===== config.mk =====
export PLATFORM = sky130hd
export DESIGN_NAME = stream_multiplexer
export DESIGN_NICKNAME = d
export VERILOG_FILES = /design/src/rtl/mux_pkg.sv /design/src/rtl/rr_arbiter.sv /design/src/rtl/stream_multiplexer.sv
export SDC_FILE = /design/constraint.sdc
export NUM_CORES = 1
export LEC_CHECK = 0
export BUFFER_PORTS_ARGS = -buffer_cell sky130_fd_sc_hd__buf_2
export CAP_MARGIN = 20
export CORE_MARGIN = 8
export CORE_UTILIZATION = 45
export DETAILED_ROUTE_END_ITERATION = 16
export PLACE_DENSITY = 0.79
export SYNTH_ARGS = -nofsm -noshare
export SYNTH_HDL_FRONTEND = slang
export SYNTH_SLANG_ARGS = --single-unit

===== constraint.sdc =====
create_clock -name clk -period 3.3 [get_ports clk]
set_clock_uncertainty 0.2 [all_clocks]
set_input_delay 0.165 -clock clk [delete_from_list [all_inputs] [get_ports clk]]
set_output_delay 0.165 -clock clk [all_outputs]
set_load 0.05 [all_outputs]

===== src/rtl/mux_pkg.sv =====
// Shared encodings for the stream multiplexer.
package mux_pkg;

  localparam logic MODE_FIXED = 1'b0;
  localparam logic MODE_RR    = 1'b1;

endpackage


===== src/rtl/rr_arbiter.sv =====
// Round-robin grant search with a rotating start pointer; the pointer moves past the winner on advance.
module rr_arbiter
  import mux_pkg::*;
#(
  parameter int unsigned CHANNELS = 4,
  parameter int unsigned SEL_W    = $clog2(CHANNELS)
) (
  input  logic                clk,
  input  logic                reset,
  input  logic [CHANNELS-1:0] request,
  input  logic                advance,
  output logic [SEL_W-1:0]    granted,
  output logic                grant_valid
);

  logic [SEL_W-1:0] rr_ptr;
  logic [SEL_W-1:0] hi_idx;
  logic [SEL_W-1:0] lo_idx;
  logic             hi_found;
  logic             lo_found;

  // Lowest requester at/above the pointer wins; otherwise wrap to the lowest requester overall.
  always_comb begin
    hi_idx   = '0;
    lo_idx   = '0;
    hi_found = 1'b0;
    lo_found = 1'b0;
    for (int k = CHANNELS - 1; k >= 0; k--) begin
      if (request[k]) begin
        lo_idx   = SEL_W'(k);
        lo_found = 1'b1;
        if (SEL_W'(k) >= rr_ptr) begin
          hi_idx   = SEL_W'(k);
          hi_found = 1'b1;
        end
      end
    end
    granted     = hi_found ? hi_idx : lo_idx;
    grant_valid = lo_found;
  end

  always_ff @(posedge clk or posedge reset) begin
    if (reset) begin
      rr_ptr <= '0;
    end else if (advance && grant_valid) begin
      rr_ptr <= (granted == SEL_W'(CHANNELS - 1)) ? '0 : granted + SEL_W'(1);
    end
  end

endmodule


===== src/rtl/stream_multiplexer.sv =====
// N-to-1 stream multiplexer with fixed or round-robin channel selection into a one-entry output register.
module stream_multiplexer
  import mux_pkg::*;
#(
  parameter int unsigned WIDTH    = 4,
  parameter int unsigned CHANNELS = 4,
  parameter int unsigned SEL_W    = $clog2(CHANNELS)
) (
  input  logic                      clk,
  input  logic                      reset,
  input  logic [CHANNELS*WIDTH-1:0] in_data,
  input  logic [CHANNELS-1:0]       in_valid,
  output logic [CHANNELS-1:0]       in_ready,
  input  logic                      mode,
  input  logic [SEL_W-1:0]          selector,
  output logic [WIDTH-1:0]          data_out,
  output logic                      out_valid,
  input  logic                      out_ready,
  output logic [SEL_W-1:0]          out_channel
);

  logic [SEL_W-1:0] rr_granted;
  logic             rr_valid;
  logic             fixed_valid;
  logic [SEL_W-1:0] granted;
  logic             grant_valid;
  logic [WIDTH-1:0] grant_data;
  logic             load;

  rr_arbiter #(
    .CHANNELS(CHANNELS),
    .SEL_W   (SEL_W)
  ) u_arb (
    .clk        (clk),
    .reset      (reset),
    .request    (in_valid),
    .advance    (load && (mode == MODE_RR)),
    .granted    (rr_granted),
    .grant_valid(rr_valid)
  );

  // Out-of-range selectors match no channel, so fixed_valid stays low.
  always_comb begin
    fixed_valid = 1'b0;
    for (int k = 0; k < CHANNELS; k++) begin
      if (selector == SEL_W'(k)) fixed_valid = in_valid[k];
    end
  end

  always_comb begin
    granted     = (mode == MODE_RR) ? rr_granted : selector;
    grant_valid = (mode == MODE_RR) ? rr_valid : fixed_valid;
    load        = grant_valid && (!out_valid || out_ready) && !reset;
  end

  always_comb begin
    grant_data = '0;
    in_ready   = '0;
    for (int k = 0; k < CHANNELS; k++) begin
      if (granted == SEL_W'(k)) begin
        grant_data  = in_data[k*WIDTH +: WIDTH];
        in_ready[k] = load;
      end
    end
  end

  always_ff @(posedge clk or posedge reset) begin
    if (reset) begin
      out_valid   <= 1'b0;
      data_out    <= '0;
      out_channel <= '0;
    end else if (load) begin
      out_valid   <= 1'b1;
      data_out    <= grant_data;
      out_channel <= granted;
    end else if (out_ready) begin
      out_valid   <= 1'b0;
    end
  end

endmodule


# Word-level counts from Yosys, hierarchy flattened
# Index checks and enable logic that the tools add are counted.
# W data, S select, Z words.
[word_totals]
regBits = 9
latch_bits = 0
ram_bits = 0
rom_bits = 0
out_inout_bits = 11
elab_cells = 68
memories = 0
[op_classes]
addsub = 1
n_mul = 0
div_mod_pow = 0
n_lt_le_gt_ge = 4
eq_ne = 7
shift = 0
mux = 42
bitwise_logic = 0
n_reduce_logical = 10
[ops]
columns = ["cell", "n"]
rows = [
  ["$mux W2", 15],
  ["$mux W1", 23],
  ["$mux W4", 4],
  ["$eq A2 B2 Y1 const B", 5],
  ["$eq A2 B1 Y1 const B", 2],
  ["$ge A1 B2 Y1 const A", 2],
  ["$ge A2 B2 Y1 const A", 2],
  ["$logic_and A1 B1 Y1", 4],
  ["$logic_not A2 Y1", 2],
  ["$add A2 B1 Y2 const B", 1],
  ["$logic_not A1 Y1", 2],
  ["$reduce_bool A2 Y1", 1],
  ["$logic_or A1 B1 Y1", 1],
]

# Depth between registers and ports, before layout
# Gate-level depths: netlist of the first run.
[logic_depth]
depth_word = 16
ltp_mapped = 7
mapped_depth_nobuf = 6

# Hierarchy
# From an unflattened synthesis of the first run, not the netlist that was laid out.
[unflattened]
cells_unflattened = 64
hier_area_um2 = 651.9
[by_module_without_submodules]
columns = ["module", "instances", "cells_per_inst", "area_per_inst_um2"]
rows = [
  ["stream_multiplexer", 1, 39, 479.2],
  ["rr_arbiter", 1, 25, 172.7],
]

# Worst setup path before layout of the first run
# No wires, ideal clock.
[synth_path]
path_type = "register to output"
start = "register u_arb.rr_ptr[0]"
end = "output port in_ready[1]"
t_arrival_ns = 1.911
t_required_ns = 2.935
path_slack_ns = 1.024
path_stages_with_launch = 7
path_cell_list = "dfrtp_1 -> inv_1 -> a22o_4 -> a211oi_4 -> nand2b_1 -> a2bb2oi_1 -> nor2_1"
[synth_between]
elab_chain_len = 13
elab_cells_between_ends = 24
classes_between = "order compare (4); eq/ne (1); mux (19)"
[synth_lines]
columns = ["item", "line_no", "text"]
rows = [
  ["from (decl)", "rr_arbiter.sv:16", "logic [SEL_W-1:0] rr_ptr;"],
  ["from (signal assigned)", "rr_arbiter.sv:46", "rr_ptr <= (granted == SEL_W'(CHANNELS - 1)) ? '0 : granted + SEL_W'(1);"],
  ["$ge A2 B2 Y1", "rr_arbiter.sv:32", "if (SEL_W'(k) >= rr_ptr) begin"],
  ["$mux W2 or $mux W1 (tied branches)", "rr_arbiter.sv:32", ""],
  ["$mux W2 or $mux W1 (tied branches)", "rr_arbiter.sv:29", "if (request[k]) begin"],
  ["$mux W2 or $mux W1 (tied branches)", "rr_arbiter.sv:32", ""],
  ["$mux W2 or $mux W1 (tied branches)", "rr_arbiter.sv:29", ""],
  ["$mux W2 or $mux W1 (tied branches)", "rr_arbiter.sv:32", ""],
  ["$mux W2 or $mux W1 (tied branches)", "rr_arbiter.sv:29", ""],
  ["$mux W2 or $mux W1 (tied branches)", "rr_arbiter.sv:32", ""],
  ["$mux W2 or $mux W1 (tied branches)", "rr_arbiter.sv:29", ""],
  ["$mux W2 (*)", "rr_arbiter.sv:38", "granted = hi_found ? hi_idx : lo_idx;"],
  ["$mux W2 (*)", "stream_multiplexer.sv:51", "granted = (mode == MODE_RR) ? rr_granted : selector;"],
  ["$eq A2 B1 Y1 (*)", "stream_multiplexer.sv:60", "if (granted == SEL_W'(k)) begin"],
  ["$mux W1 (*)", "stream_multiplexer.sv:60", ""],
  ["to (decl)", "stream_multiplexer.sv:13", "output logic [CHANNELS-1:0] in_ready,"],
]
# Every way passes the cells marked *; elsewhere a longest branch is shown, timed or not.

# Worst setup path in the final report of the first run
# Same ends and word-level chain as after synthesis.

==> impl_metrics.yaml, run 1 <==
placed_design:
  pre_cts_slack_ns: 0.959
  hpwl_um: 1860
  gp_congestion: 0.842
  port_buffers: 36
route:
  ant_nets: 0
  drcViolationCount: 0
  routed_wl_um: 2480
  wire_per_inst_um: 15.5
  drt_first_pass_iters: 4
  via_per_inst: 5.80
  drtIter0Drc: 43
  dr_total_vias: 928
global_routing:
  grt_busiest_layer: "met2"
  grt_first_pass_wirelength_um: 4010
  use_met3: 0.0662
  grt_pass1_vias: 930
  gr-usage-all-layers: 0.148
  antenna_found_initial: 0
  grtUsageMet2: 0.229
  grtUsageMet1: 0.172
  overflow: 0
  grt_max_degree: 16
yosys:
  synth_fp_nets: 118
  ys_seq_area_frac: 0.282
  yosysUniqueCellTypes: 35
  synthDominantCellAreaShare: 0.282
  synth-seq-cells: 9
  synth_compound_area_frac: 0.354
  synth_top_family_by_area: "compound AO/OA/AOI/OAI gates"
  ys_warn_count: 0
  synth_top_area_cell: "dfrtp_1"
  syn_avg_cell_area_um2: 8.69
  synth_xor_area_frac: 0
  synthSimpleGateAreaFrac: 0.166
  syn-cell-area_um2: 800
  synthTopCellsByArea: "dfrtp_1, mux2_2, nand2b_1, a21oi_1, o221a_1"
  synthMuxAreaShare: 0.136
  synthAdderAreaFrac: 0
  synth_cells: 92
finish:
  seq_area_um2: 225
  drive_above_1_share: 0.393
  num_antenna_cells: 0
  multi_input_area_um2: 524
  fin_nets: 162
  fin_util: 0.631
  n_fill_cell: 155
  syn_to_final_growth_pct: 34.7
power_and_ir_drop:
  p_seq_frac: 0.291
  leakage_nw: 0.509
  peakVddDrop_mv: 0.416
  swShare: 0.477
  internal_power_mw: 0.298
  p_per_area_mw_per_mm2: 529
  p_comb_frac: 0.556
  power.share.clock: 0.153
  p_sw_mw: 0.272
sta:
  slew_headroom: 0.581
  rsz0062_at_grt: "false"
  period_share: 0.803
  tns_ns: 0
  slew_viol_final: 0
  worstMarginPinSlew_ns: 0.627
  timing.hold.ws_ns: 0.0692
  fin_crit_ns: 2.65
  timing.fmax_ghz: 0.377
  setup_slack_ns: 0.649
  setup_viol: 0
  finalHoldViolations: 0
floorplanning:
  die_w_um: 58.2
  io_pins: 37
  die_area_mm2: 0.00338
  start_util: 0.468
  row_count: 15
  die_h_um: 58.2
  core_mm2: 0.00171
cts:
  ctsHoldBuffers: 6
  clkLatencyLatePin_ns: 0.26
  cts_buffers: 3
  cts.sinks: 9
  cts_tree: "done"
  clk_pin_slew_ns: 0.07
  cts.repair.resized: 0
  cts_buffer_depth: 2
  clock-root-buffer: "clkbuf_4"
  h-tree-depth: 1
  cts_setup_buffers: 0
worst_hold_path:
  hold_path.class: "input port to flop"
worst_setup_path:
  worstSetupEndpointType: "output pin"
  path_class: "flop to output pin"
  max_stage_delay_ns: 0.58
  crit_chain: "inv_1 > a22o_4 > a211oi_4 > nand2b_1 > a2bb2oi_1 > nor2_1 > buf_2"
  start_kind: "flop"
  cp_max_fo: 15
  required_ns: 2.93
  crit_slowest_cell: "a211oi_4"
  critPathArrivalTime_ns: 2.29
job:
  cap_violations: 0
outcome:
  status: "finished clean"
==> per-layer routing <==
layer	up-vias	part of all wire
met1	421	0.41
met5	-	0
met3	6	0.11
met4	0	0.017
li1	437	-
met2	64	0.47
==> stage by stage <==
stage	instances	power, mW	cell area [um2]
after floorplan	92	0.406	800
after global placement	150	0.468	991
after detailed placement	150	0.478	991
after CTS	160	0.569	1080
after global routing	160	0.602	1080
final	160	0.570	1080
==> synthesized netlist by cell type <==
| library cell | count |
|---|---|
| nand2b_1 | 7 |
| inv_1 | 6 |
| a32o_2 | 1 |
| a21oi_2 | 1 |
| and2_1 | 1 |
| o21ai_1 | 2 |
| a21oi_1 | 8 |
| o211ai_1 | 3 |
| inv_2 | 2 |
| buf_6 | 1 |
| o221ai_1 | 3 |
| a31o_2 | 1 |
| o22ai_1 | 1 |
| a211oi_4 | 1 |
| nor2b_1 | 1 |
| nand2_1 | 7 |
| nor3_1 | 1 |
| o2bb2ai_1 | 1 |
| dfrtp_1 | 9 |
| clkbuf_1 | 1 |
| buf_2 | 1 |
| o221a_1 | 3 |
| nor2_1 | 7 |
| mux2i_1 | 3 |
| mux2_2 | 6 |
| a31oi_1 | 1 |
| a22o_4 | 1 |
| or3_1 | 1 |
| o41ai_1 | 1 |
| o2111ai_1 | 2 |
| a2bb2oi_1 | 3 |
| nand4_1 | 1 |
| mux2_1 | 1 |
| o21ai_0 | 2 |
| nand2_2 | 1 |
==> final timing paths <==
check | start | end | slack [ns] | cells after the start
min | in_data[4] | data_out[0] | 0.07 | 3
min in group asynchronous | reset | data_out[2] | 0.21 | 3
max in group asynchronous | reset | u_arb.rr_ptr[1] | 2.42 | 3
max reg2reg | u_arb.rr_ptr[0] | data_out[2] | 1.09 | 6
min reg2reg | out_channel[1] | out_channel[1] | 0.29 | 1
max | u_arb.rr_ptr[0] | in_ready[1] | 0.65 | 7
==> registers in the layout, summed over array words and instances (netlist names) <==
register / cells
data_out: 4
u_arb.rr_ptr: 2
out_valid: 1
out_channel: 2
==> layout by cell type (no fill, tap or decap), drive strengths merged, types with 3 or more instances in the layout <==
cell and instances:
o211ai 3, nor2 7, clkbuf 4, a21oi 9, dfrtp 9, mux2i 3
buf 36, mux2 7, o21ai 4, dlygate4sd3 6, nand2b 7, o221a 3
a2bb2oi 3, nand2 8, inv 8, o221ai 3
==> critical path: cells and delay by family (launching register included) <==
kind	cells	cell delay, ns
AO/OA/AOI/OAI	3	1.01
buffers and inverters	2	0.34
AND/OR/NAND/NOR	2	0.31
flip-flops	1	0.36
==> cells by family after synthesis <==
family	after synthesis
AND/OR/NAND/NOR	27
flip-flops	9
AO/OA/AOI/OAI	35
buffers and inverters	11
multiplexers	10
==> power by group through the flow <==
stage	combinational, mW	clock (mW)	sequential [mW]
6_report	0.317	0.0874	0.166
5_1_grt	0.337	0.0943	0.170
4_1_cts	0.316	0.0869	0.165
3_5_place_dp	0.311	0	0.167
3_3_place_gp	0.302	0	0.165
2_1_floorplan	0.156	0	0.250
==> layout make-up <==
class,count,share of cell area
Tap cell,25,0.0290
Multi-Input combinational cell,72,0.487
Sequential cell,9,0.209
Clock buffer,4,0.0244
Timing Repair Buffer,42,0.223
Inverter,8,0.0279
Note: power is estimated with default switching activity, not from simulation.
==> run 2, diff against run 1 <==
==> constraint.sdc (replaced) <==
create_clock -name clk -period 2.66 [get_ports clk]
set_clock_uncertainty 0.2 [all_clocks]
set_input_delay 0.133 -clock clk [delete_from_list [all_inputs] [get_ports clk]]
set_output_delay 0.133 -clock clk [all_outputs]
set_load 0.05 [all_outputs]
==> run 2 against run 1 <==
- cell count is 0.63% higher
- non-clock buffer count grew 1
- combinational power is 26% higher
==> impl_metrics.yaml, run 2 (synthesized netlist as in run 1, its figures left out) <==
cts:
  clock-root-buffer: "clkbuf_4"
  cts_tree: "done"
  cts_setup_buffers: 0
  cts.sinks: 9
  h-tree-depth: 1
  ctsHoldBuffers: 6
  cts.repair.resized: 0
  cts_buffer_depth: 2
  cts_buffers: 3
  clk_pin_slew_ns: 0.06
  clkLatencyLatePin_ns: 0.27
placed_design:
  pre_cts_slack_ns: 0.522
  gp_congestion: 0.819
  port_buffers: 36
  hpwl_um: 1840
worst_setup_path:
  critPathCapture: "in_ready[3]"
  crit_chain: "dlygate4sd3_1 > buf_2 > inv_1 > nand2_1 > a31o_2 > inv_2 > nand2_2 > inv_1 > buf_2"
  reg2regPathDepth: 6
  cp_max_fo: 10
  reg2reg_slack_ns: 0.61
  worstSetupEndpointType: "output pin"
  critPathLaunch: "reset"
  path_class: "input port to output pin"
  r2r-end: "data_out[0]"
  required_ns: 2.33
  crit_slowest_cell: "dlygate4sd3_1"
  r2r-start: "u_arb.rr_ptr[1]"
  start_kind: "input port"
  critPathArrivalTime_ns: 2.11
  max_stage_delay_ns: 0.53
outcome:
  status: "finished clean"
finish:
  multi_input_area_um2: 524
  fin_util: 0.635
  final_common_cell: "buf_2"
  reg.largest.list: "data_out x4, out_channel x2, u_arb.rr_ptr x2"
  syn_to_final_growth_pct: 35.7
  largest_register_ffs: 4
  final_cell_mix: "buf_2, dfrtp_1, a21oi_1"
  seq_area_um2: 225
  regMostFlops: "data_out"
  n_fill_cell: 160
  drive_above_1_share: 0.397
  fin_nets: 163
  num_antenna_cells: 0
route:
  via_per_inst: 5.65
  drt_first_pass_iters: 5
  drtIter0Drc: 19
  drcViolationCount: 0
  ant_nets: 0
  dr_total_vias: 910
  wire_per_inst_um: 15.1
  routed_wl_um: 2430
power_and_ir_drop:
  leakage_nw: 0.514
  p_per_area_mw_per_mm2: 660
  peakVddDrop_mv: 0.580
sta:
  worstMarginPinSlew_ns: 0.437
  fin_crit_ns: 2.44
  period_share: 0.918
  timing.fmax_ghz: 0.410
  tns_ns: 0
  finalHoldViolations: 0
  slew_headroom: 0.709
  setup_viol: 0
  slew_viol_final: 0
  setup_slack_ns: 0.218
  rsz0062_at_grt: "false"
global_routing:
  grt_max_degree: 15
  gr-usage-all-layers: 0.142
  antenna_found_initial: 0
  grt_first_pass_wirelength_um: 3930
  grt_pass1_vias: 878
  overflow: 0
floorplanning:
  io_pins: 37
  start_util: 0.468
  row_count: 15
  core_mm2: 0.00171
  die_area_mm2: 0.00338
  die_h_um: 58.2
  die_w_um: 58.2
worst_hold_path:
  hold_path_depth: 3
  hold_path.class: "input port to flop"
job:
  cap_violations: 0
[run 2: cell types whose count changed in the layout (fill, tap and decap cells not counted)]
cell / before / now
buf_4: 0 / 1
[run 2: critical path: cells and delay by family]
family          cells  cell delay [ns]
buf+inv             6             1.39
simple gates        2             0.26
compound gates      1             0.31
[run 2: power breakdown]
group / internal (mW) / switching, mW / total [mW]
Sequential: 0.176 / 0.0292 / 0.206
Combinational: 0.141 / 0.258 / 0.399
Clock: 0.0579 / 0.0542 / 0.112
[run 2: worst min path at each step]
stage                from  slack, ns              to
2_1_floorplan       reset      -0.23     data_out[0]
3_3_place_gp        reset      -0.09       out_valid
3_5_place_dp        reset      -0.09  out_channel[0]
4_1_cts        in_data[4]       0.05     data_out[0]
5_1_grt        in_data[4]       0.07     data_out[0]
6_report       in_data[4]       0.05     data_out[0]
[run 2: stage by stage]
step | instance area [um2] | std cells | total power [mW] | hold slack (ns)
2_1_floorplan | 800 | 92 | 0.503 | -0.231
3_3_place_gp | 998 | 151 | 0.587 | -0.0931
3_5_place_dp | 998 | 151 | 0.598 | -0.0875
4_1_cts | 1080 | 161 | 0.708 | 0.0527
5_1_grt | 1080 | 161 | 0.755 | 0.0683
6_report | 1080 | 161 | 0.716 | 0.0541
[run 2: area by class of cell]
cell class	count	share of cell area
clock buffers	4	0.0242
flip-flops and latches	9	0.208
inverters	8	0.0277
multi-input cells	72	0.483
repair buffers	43	0.228
well taps	25	0.0288
[run 2: metal layers]
metal  wire (um)  GRT usage  part of all wire  up-vias
met5           0          0                 0        -
li1            -          -                 -      438
met1        1080      0.179              0.44      424
met3         211     0.0442             0.087        4
met4          39     0.0455             0.016        0
met2        1110      0.225              0.45       44
